[config.mk]
export PLATFORM = sky130hd
export DESIGN_NAME = game_msg_tx
export DESIGN_NICKNAME = d
export VERILOG_FILES = /design/src/rtl/game_link_pkg.sv /design/src/rtl/game_msg_tx_uart_tx_byte.sv /design/src/rtl/game_msg_tx.sv
export SDC_FILE = /design/constraint.sdc
export NUM_CORES = 1
export LEC_CHECK = 0
export CAP_MARGIN = 20
export CELL_PAD_IN_SITES_DETAIL_PLACEMENT = 2
export CELL_PAD_IN_SITES_GLOBAL_PLACEMENT = 2
export CORE_ASPECT_RATIO = 1.2
export CORE_MARGIN = 2
export CORE_UTILIZATION = 42
export DETAILED_ROUTE_END_ITERATION = 10
export GPL_ROUTABILITY_DRIVEN = 0
export PLACE_DENSITY = 0.82
export SLEW_MARGIN = 20
export SYNTH_ARGS = -nofsm -noshare
export SYNTH_HDL_FRONTEND = slang
export SYNTH_SLANG_ARGS = --single-unit
[constraint.sdc]
create_clock -name pclk -period 3.44 [get_ports pclk]
set_input_delay 0.688 -clock pclk [delete_from_list [all_inputs] [get_ports pclk]]
set_output_delay 0.688 -clock pclk [all_outputs]
set_load 0.02 [all_outputs]
[src/rtl/game_link_pkg.sv]
// -----------------------------------------------------------------------------
// game_link_pkg
// Shared definitions for the board-to-board game link. The transmitter
// (game_msg_tx) and the opponent-side receiver both import this package, so the
// message codes below are the wire contract between the two boards.
//   MSG_START / MSG_SCORE : first byte of each message type
//   msg_type_e            : which message is being sequenced
//   tx_state_e            : bit-level state of the UART serializer
//   cnt_width()           : width of a counter that spans 0..n-1
// -----------------------------------------------------------------------------
package game_link_pkg;

    localparam logic [7:0] MSG_START = 8'h53;
    localparam logic [7:0] MSG_SCORE = 8'h43;

    typedef enum logic {
        MSG_T_START = 1'b0,
        MSG_T_SCORE = 1'b1
    } msg_type_e;

    typedef enum logic [1:0] {
        TX_IDLE      = 2'd0,
        TX_START_BIT = 2'd1,
        TX_DATA      = 2'd2,
        TX_STOP      = 2'd3
    } tx_state_e;

    // Bits needed to hold values 0..n-1 (at least one bit).
    function automatic int cnt_width(input int n);
        return (n <= 2) ? 1 : $clog2(n);
    endfunction

endpackage

[src/rtl/game_msg_tx_uart_tx_byte.sv]
// -----------------------------------------------------------------------------
// uart_tx_byte
// Single-byte 8N1 UART serializer, LSB first, every bit DIV clocks long.
// A byte is accepted when valid_i && ready_o. ready_o is high in idle and on
// the final clock of the stop bit, so a byte offered at that moment follows
// the stop bit with no idle gap (back-to-back frames).
// Ports:
//   clk      in   clock
//   rst      in   asynchronous active-high reset (line returns high at once)
//   valid_i  in   byte offered
//   data_i   in   8  byte to send
//   ready_o  out  byte will be taken this cycle if valid_i
//   tx_o     out  serial line, idle high (registered)
// -----------------------------------------------------------------------------
module uart_tx_byte
    import game_link_pkg::*;
#(
    parameter int DIV = 10
) (
    input  logic       clk,
    input  logic       rst,
    input  logic       valid_i,
    input  logic [7:0] data_i,
    output logic       ready_o,
    output logic       tx_o
);

    localparam int             BW     = cnt_width(DIV);
    localparam logic [BW-1:0]  RELOAD = BW'(DIV - 1);

    tx_state_e     state_q, state_d;
    logic [BW-1:0] baud_q, baud_d;
    logic [2:0]    bit_q, bit_d;
    logic [7:0]    shift_q, shift_d;
    logic          tx_q, tx_d;

    logic bit_end;
    assign bit_end = (baud_q == '0);

    assign ready_o = (state_q == TX_IDLE) || ((state_q == TX_STOP) && bit_end);
    assign tx_o    = tx_q;

    always_comb begin
        state_d = state_q;
        baud_d  = bit_end ? '0 : baud_q - 1'b1;
        bit_d   = bit_q;
        shift_d = shift_q;
        tx_d    = tx_q;

        case (state_q)
            TX_IDLE: begin
                tx_d = 1'b1;
                if (valid_i) begin
                    state_d = TX_START_BIT;
                    baud_d  = RELOAD;
                    shift_d = data_i;
                    tx_d    = 1'b0;
                end
            end
            TX_START_BIT: begin
                if (bit_end) begin
                    state_d = TX_DATA;
                    baud_d  = RELOAD;
                    bit_d   = 3'd0;
                    tx_d    = shift_q[0];
                end
            end
            TX_DATA: begin
                if (bit_end) begin
                    baud_d = RELOAD;
                    if (bit_q == 3'd7) begin
                        state_d = TX_STOP;
                        tx_d    = 1'b1;
                    end else begin
                        // shift_q[0] is the bit currently on the line
                        bit_d   = bit_q + 3'd1;
                        shift_d = {1'b0, shift_q[7:1]};
                        tx_d    = shift_q[1];
                    end
                end
            end
            TX_STOP: begin
                if (bit_end) begin
                    if (valid_i) begin
                        state_d = TX_START_BIT;
                        baud_d  = RELOAD;
                        shift_d = data_i;
                        tx_d    = 1'b0;
                    end else begin
                        state_d = TX_IDLE;
                        tx_d    = 1'b1;
                    end
                end
            end
            default: begin
                state_d = TX_IDLE;
                tx_d    = 1'b1;
            end
        endcase
    end

    always_ff @(posedge clk or posedge rst) begin
        if (rst) begin
            state_q <= TX_IDLE;
            baud_q  <= '0;
            bit_q   <= 3'd0;
            shift_q <= 8'd0;
            tx_q    <= 1'b1;
        end else begin
            state_q <= state_d;
            baud_q  <= baud_d;
            bit_q   <= bit_d;
            shift_q <= shift_d;
            tx_q    <= tx_d;
        end
    end

endmodule

[src/rtl/game_msg_tx.sv]
// -----------------------------------------------------------------------------
// game_msg_tx
// Sends local game events (start request, final score) to the opponent board
// over an 8N1 UART link. Holds one pending flag per message type, arbitrates
// START before SCORE, sequences the bytes of each message into uart_tx_byte
// and pulses msg_done when the last stop bit ends.
//   START = 53            SCORE = 43, {0,score}
// Build option GAME_MSG_CHECKSUM_EN: append one byte = XOR of the message's
// previous bytes (START = 53 53, SCORE = 43 s 43^s).
// Ports:
//   pclk        in   sole clock
//   rst         in   asynchronous active-high reset
//   send_start  in   1-cycle pulse, queue START
//   send_score  in   1-cycle pulse, queue SCORE
//   score       in   7  score sampled on the send_score pulse
//   tx          out  UART line, idle high
//   busy        out  message pending or on the line
//   msg_done    out  1-cycle pulse at the end of each message
// -----------------------------------------------------------------------------
module game_msg_tx
    import game_link_pkg::*;
#(
    parameter int CLK_FREQ = 75_000_000,
    parameter int BAUD     = 115_200
) (
    input  logic       pclk,
    input  logic       rst,
    input  logic       send_start,
    input  logic       send_score,
    input  logic [6:0] score,
    output logic       tx,
    output logic       busy,
    output logic       msg_done
);

    localparam int DIV = CLK_FREQ / BAUD;

`ifdef GAME_MSG_CHECKSUM_EN
    localparam logic [1:0] START_LEN = 2'd2;
    localparam logic [1:0] SCORE_LEN = 2'd3;
`else
    localparam logic [1:0] START_LEN = 2'd1;
    localparam logic [1:0] SCORE_LEN = 2'd2;
`endif

    // Byte idx of a message. The START checksum is the XOR of one byte, i.e.
    // the header itself, so every START byte is MSG_START.
    function automatic logic [7:0] msg_byte(input msg_type_e t,
                                            input logic [6:0] s,
                                            input logic [1:0] idx);
        logic [7:0] b;
        if (t == MSG_T_START) begin
            b = MSG_START;
        end else begin
            case (idx)
                2'd0:    b = MSG_SCORE;
                2'd1:    b = {1'b0, s};
                default: b = MSG_SCORE ^ {1'b0, s};
            endcase
        end
        return b;
    endfunction

    function automatic logic [1:0] msg_len(input msg_type_e t);
        return (t == MSG_T_START) ? START_LEN : SCORE_LEN;
    endfunction

    logic       start_pend_q, start_pend_d;
    logic       score_pend_q, score_pend_d;
    logic [6:0] hold_q, hold_d;      // latest requested score, not yet on the line
    logic [6:0] val_q, val_d;        // score frozen for the message in flight
    logic       active_q, active_d;
    msg_type_e  type_q, type_d;
    logic [1:0] idx_q, idx_d;        // index of the next byte to hand over
    logic       done_q, done_d;

    logic       ser_valid;
    logic [7:0] ser_data;
    logic       ser_ready;
    logic       ser_tx;

    always_comb begin
        start_pend_d = start_pend_q | send_start;
        score_pend_d = score_pend_q | send_score;
        hold_d       = send_score ? score : hold_q;
        val_d        = val_q;
        active_d     = active_q;
        type_d       = type_q;
        idx_d        = idx_q;
        done_d       = 1'b0;
        ser_valid    = 1'b0;
        ser_data     = msg_byte(type_q, val_q, idx_q);

        if (!active_q) begin
            // Serializer is idle whenever no message is active, so the first
            // byte is accepted immediately and the line drops next edge.
            if (start_pend_q || send_start) begin
                start_pend_d = 1'b0;
                type_d       = MSG_T_START;
                active_d     = 1'b1;
                idx_d        = 2'd1;
                ser_valid    = 1'b1;
                ser_data     = MSG_START;
            end else if (score_pend_q || send_score) begin
                score_pend_d = 1'b0;
                val_d        = send_score ? score : hold_q;
                type_d       = MSG_T_SCORE;
                active_d     = 1'b1;
                idx_d        = 2'd1;
                ser_valid    = 1'b1;
                ser_data     = MSG_SCORE;
            end
        end else if (ser_ready) begin
            // Last clock of a stop bit: either chain the next byte or finish.
            // Finishing drops to idle for at least one cycle before any
            // further message starts.
            if (idx_q == msg_len(type_q)) begin
                active_d = 1'b0;
                done_d   = 1'b1;
            end else begin
                ser_valid = 1'b1;
                idx_d     = idx_q + 2'd1;
            end
        end
    end

    always_ff @(posedge pclk or posedge rst) begin
        if (rst) begin
            start_pend_q <= 1'b0;
            score_pend_q <= 1'b0;
            hold_q       <= 7'd0;
            val_q        <= 7'd0;
            active_q     <= 1'b0;
            type_q       <= MSG_T_START;
            idx_q        <= 2'd0;
            done_q       <= 1'b0;
        end else begin
            start_pend_q <= start_pend_d;
            score_pend_q <= score_pend_d;
            hold_q       <= hold_d;
            val_q        <= val_d;
            active_q     <= active_d;
            type_q       <= type_d;
            idx_q        <= idx_d;
            done_q       <= done_d;
        end
    end

    uart_tx_byte #(
        .DIV (DIV)
    ) u_ser (
        .clk     (pclk),
        .rst     (rst),
        .valid_i (ser_valid),
        .data_i  (ser_data),
        .ready_o (ser_ready),
        .tx_o    (ser_tx)
    );

    assign tx       = ser_tx;
    assign busy     = start_pend_q | score_pend_q | active_q;
    assign msg_done = done_q;

endmodule

Word level (Yosys, flattened, before mapping) --
Index checks and enable logic that the tools add are counted.
Word-level totals: logic and storage cells 112, input port bits 11, output and inout bits 3, bits in registers 45
Cells by class: bitwise logic cells 7, reduce and logical (&&, ||, !) cells 19, mux-type cells 56, add/subtract/negate cells 3, equality and inequality tests 14
Operator list (number):
- 8-bit 2-to-1 mux | 7
- 10-bit 2-to-1 mux | 4
- 10-bit one-hot mux with 3 select lines | 1
- 8-bit one-hot mux with 3 select lines | 1
- 1-bit 2-to-1 mux | 23
- 2-bit 2-to-1 mux | 11
- 7-bit 2-to-1 mux | 2
- 7-bit one-hot mux with 2 select lines | 1
- 10-bit zero test | 1
- 2-bit by 1-bit inequality test with 1-bit output, second input constant | 5
- 10-bit by 1-bit subtractor with 10-bit output, second input constant | 1
- 3-bit 2-to-1 mux | 3
- 3-bit AND reduction | 3
- 2-bit one-hot mux with 4 select lines | 1
- 4-bit AND reduction | 2
- 2-bit inequality test, second input constant | 3
- 3-bit one-hot mux with 2 select lines | 1
- 3-bit nonzero test | 2
- 5-bit AND reduction | 1
- 2-bit by 1-bit == test with 1-bit output, second input constant | 2
- 2-bit == test, second input constant | 2
- 2-bit zero test | 2
- 1-bit OR | 4
- 1-bit one-hot mux with 4 select lines | 1
- 11 further kinds | 15

Depth between registers and ports, before layout --
depth after elaboration 9, gate-level depth with buffers 8, depth with buffers taken out 7

Cells and area by module --
A second synthesis with hierarchy kept.
Unflattened totals: cell total of the unflattened synthesis 230, area, all modules 2517.4 µm²
By module, submodules not included:
- uart_tx_byte | area an instance 1496.4 µm², instances 1, sequential area each 601.8 µm², cells each 146
- game_msg_tx | area an instance 1021.0 µm², instances 1, sequential area each 525.5 µm², cells each 84

Worst setup path before layout --
No wires, ideal clock.
path type input-to-reg, from input send_score, to register u_ser.shift_q[0], stages 8, buffers on the path 3, data required time 3315 ps, data arrival time 1992 ps, setup time 125 ps, path slack 1323 ps, path through buf_2 nor2_4 a21o_1 buf_2 nor2_1 o31a_1 buf_6 mux2_4
Between the ends: cells in the longest elaborated chain, start to end 7, elaborated cells on any way between the ends 10
Ends and longest elaborated chain:
- start: declaration | line game_msg_tx.sv:29 | input logic send_score,
- 1-bit logical OR * | line game_msg_tx.sv:104 | end else if (score_pend_q || send_score) begin
- 8-bit 2-to-1 mux or 1-bit 2-to-1 mux (tied branches) | line game_msg_tx.sv:104
- 8-bit 2-to-1 mux or 1-bit 2-to-1 mux (tied branches) | line game_msg_tx.sv:97 | if (start_pend_q || send_start) begin
- 8-bit 2-to-1 mux or 1-bit 2-to-1 mux (tied branches) | line game_msg_tx.sv:94 | if (!active_q) begin
- 8-bit 2-to-1 mux * | line game_msg_tx_uart_tx_byte.sv:53, game_msg_tx_uart_tx_byte.sv:84
- 8-bit 2-to-1 mux | line game_msg_tx_uart_tx_byte.sv:83 | if (bit_end) begin
- 8-bit one-hot mux with 3 select lines * | line game_msg_tx_uart_tx_byte.sv:50 | case (state_q)
- end signal: assignment | line game_msg_tx_uart_tx_byte.sv:113 | shift_q <= shift_d;
- end: declaration | line game_msg_tx_uart_tx_byte.sv:34 | logic [7:0] shift_q, shift_d;
Every way passes the cells marked *; elsewhere a longest branch is shown, timed or not. The select of a mux whose other input is x is not followed. A chain may end at the register's enable or synchronous reset.

Worst setup path after layout --
from input send_score, to register u_ser.shift_q[3]
The elaborated chain is that of the path after synthesis.

==> run metrics <==
std cell rows 30; Setup crit start kind input pin; Max Cap Viol 0; antenna viol nets, final 0; DR WL/cell 19.51 um; post-route clock period utilization 75.45%; predominant post-synthesis flop cell dfrtp_1; CTS clk-pin slew, worst paths around 80 ps; Post-synth EDFFs 0; Slew HR a little over half; Pleak between 1 and 1.5 nW; fmax 385.3 MHz; CP max stage cell clkdlybuf4s50_1; Buf+Inv Stages, Crit Path 1; drt first pass iters 4; worst slack, placed slightly above 500 ps; sequential share of the synthesized area 46.44%; worst setup path start send_score; Ports 14; Arr. time, crit path around 2800 ps; #FFs+latches synth 44; CTS Buffer Depth 2; core box area ~0.0056 mm2; Die Y about 86 um; residual DRC count 0; Initial Utilization ~43%; final net count 254; PostCTS Resize Cnt 0; VDD IR max 0.2333 mV; Clock Skew between 8 and 9 ps; Antenna Cells 0; synthesized net count between 200 and 250; Hold Path Origin u_ser.bit_q[1]$_DFFE_PP0P_; power after layout between 1 and 1.5 mW; area delta synth->final 12.28%; Hold Vio Cnt, Final 0; fraction of layout instances using a drive strength above 1 between 15 and 20%; Distinct cells, synth 54; input/output buffers 13; share of the synthesized area in the top cell type 45.33%; fin worst setup slack between 800 and 900 ps; CP endpoint kind flip-flop; largest net degree at the start of global routing 45; Reg2Reg Launch Point u_ser.baud_q[0]$_DFF_PP0_; CTS tree yes; fin. max-slew vios 0; Routed WL roughly 5.8 mm; WHS Path Cells 2; pwr/cell area 382.7 mW/mm2; status completed; Final setup violation count 0; WP data required 3630 ps; crit-path cells clkdlybuf4s50_1, nor2_4, a21o_1, nor2_1, o31a_1, mux2_4; Die ar. ~0.0063 mm2; Tightest Hold Check Type reg2reg; Initial DRC Count 43; H-Tree Depth 2; path depth of the worst reg2reg path 7; TritonCTS buffer count 5; Detail Placement HPWL ~4.3 mm; Mapped Area between 0.002 and 0.0025 mm2; Hold-fix buffers, CTS 0; RSZ-0062 raised after global routing no; first-pass GRT wire length 9.777 mm; Syn Area/Cell approximately 11 um2; CP Depth 6; Ys Warns 0; Yosys top cell by area dfrtp_1; grt total ovfl 0; min cycle time layout 2596 ps; Die W roughly 73 um; WS Path Type in2reg; Async S/R FF share, synth 100.0%; cell family with most CP delay compound AO/OA/AOI/OAI gates; critical-path maximum fanout 10; Root Driver clkbuf_8; CTS sink count 44; slowest stage delay, CP roughly 610 ps; via count 1696; postcts setup bufs 0; Setup TNS 0 ps; average vias per placed instance between 5 and 6; Worst Tran Pin Value 714.3 ps; top cells by area, synth dfrtp_1, mux2_2, ha_1; number of global-route vias before repair about 1900; antenna violations before repair 0; Mapped Cells 221; worst skew pair latency roughly 300 ps; GRT Util Overall between 20% and 30%
power by group:
| group | leakage, nW | total (mW) | switching, mW | internal [mW] |
|---|---|---|---|---|
| sequential | 0.526 | 0.537 | 0.00729 | 0.530 |
| combinational | 0.557 | 0.0551 | 0.0280 | 0.0271 |
| clock | 0.0614 | 0.428 | 0.190 | 0.238 |
routing by layer:
layer / GRT usage [%] / part of all wire (%) / wire length, um
met1: 23.49 / 41 / 2400
met2: 38.76 / 56 / 3269
met3: 3.488 / 1.3 / 77
met4: 5.051 / 1.2 / 67
met5: 0 / 0 / 0
worst min-delay path, stage by stage (launching register included):
cell     delay, ps
dfrtp_1        360
nand2_1         50
o21ai_0         60
area by class of cell:
class | instances | area [um2]
fillers | 600 | 2890
multi-input cells | 153 | 1167
flip-flops and latches | 44 | 1102
repair buffers | 14 | 137.6
clock buffers | 6 | 82.58
well taps | 64 | 80.08
inverters | 15 | 56.30
clock inverters | 2 | 38.79
worst paths after layout:
kind | to | slack [ps]
worst max register to register | u_ser.shift_q[3]$_DFFE_PP0P_ | 1060
worst min-delay path | u_ser.bit_q[1]$_DFFE_PP0P_ | 500
min in group asynchronous | u_ser.baud_q[4]$_DFF_PP0_ | 830
worst min register to register | u_ser.bit_q[1]$_DFFE_PP0P_ | 500
worst max-delay path | u_ser.shift_q[3]$_DFFE_PP0P_ | 840
max in group asynchronous | u_ser.bit_q[1]$_DFFE_PP0P_ | 2210
state kept, by name, summed over array words and instances, names as in the netlist, 2 cells and up:
name	count
hold_q	7
idx_q	2
u_ser.baud_q	10
u_ser.bit_q	3
u_ser.shift_q	7
u_ser.state_q	2
val_q	7
synthesized netlist by cell type, drive strengths merged (2+ instances only):
cell    instances
o31a            2
a21oi          10
inv            15
nand2b          4
nor3            9
clkbuf          3
nand4           2
nor2           20
dfrtp          43
nor4            2
buf             6
xor2            2
a41oi           2
or3b            2
nand3           4
or3             2
nand2          16
mux2           20
nor4b           2
a31o            2
o21ai           9
and3            2
ha             10
xnor2           7
a31oi           5
through the flow:
stage	utilization, %	hold WS, ps	cell area, um2	instances
finish	47.97	495.9	2665	298
global route	47.97	532.5	2665	298
CTS	47.97	508.7	2665	298
detailed placement	45.79	489.2	2544	290
global placement	45.79	474.4	2544	290
floorplan	-	453.8	2374	221
cell families after synthesis:
logic type	Yosys count	synth area share, %
DFF	44	46.44
buffers and inverters	24	4.375
xor gates and xnor gates	9	3.321
AOI/OAI and AO/OA	44	12.86
and+or+nand+nor	69	17.03
muxes	21	10.70
adders and majority gates	10	5.271
cells in the final DEF, fill, tap and decap left out, types with 7 or more instances in the layout:
master           instances
dfrtp_1                 43
nor2_1                  19
nand2_1                 16
mux2_2                  15
inv_1                   14
clkdlybuf4s50_1         13
a21oi_1                 10
ha_1                    10
nor3_1                   8
o21ai_0                  8
xnor2_1                  7
(Power assumes the default switching activity.)
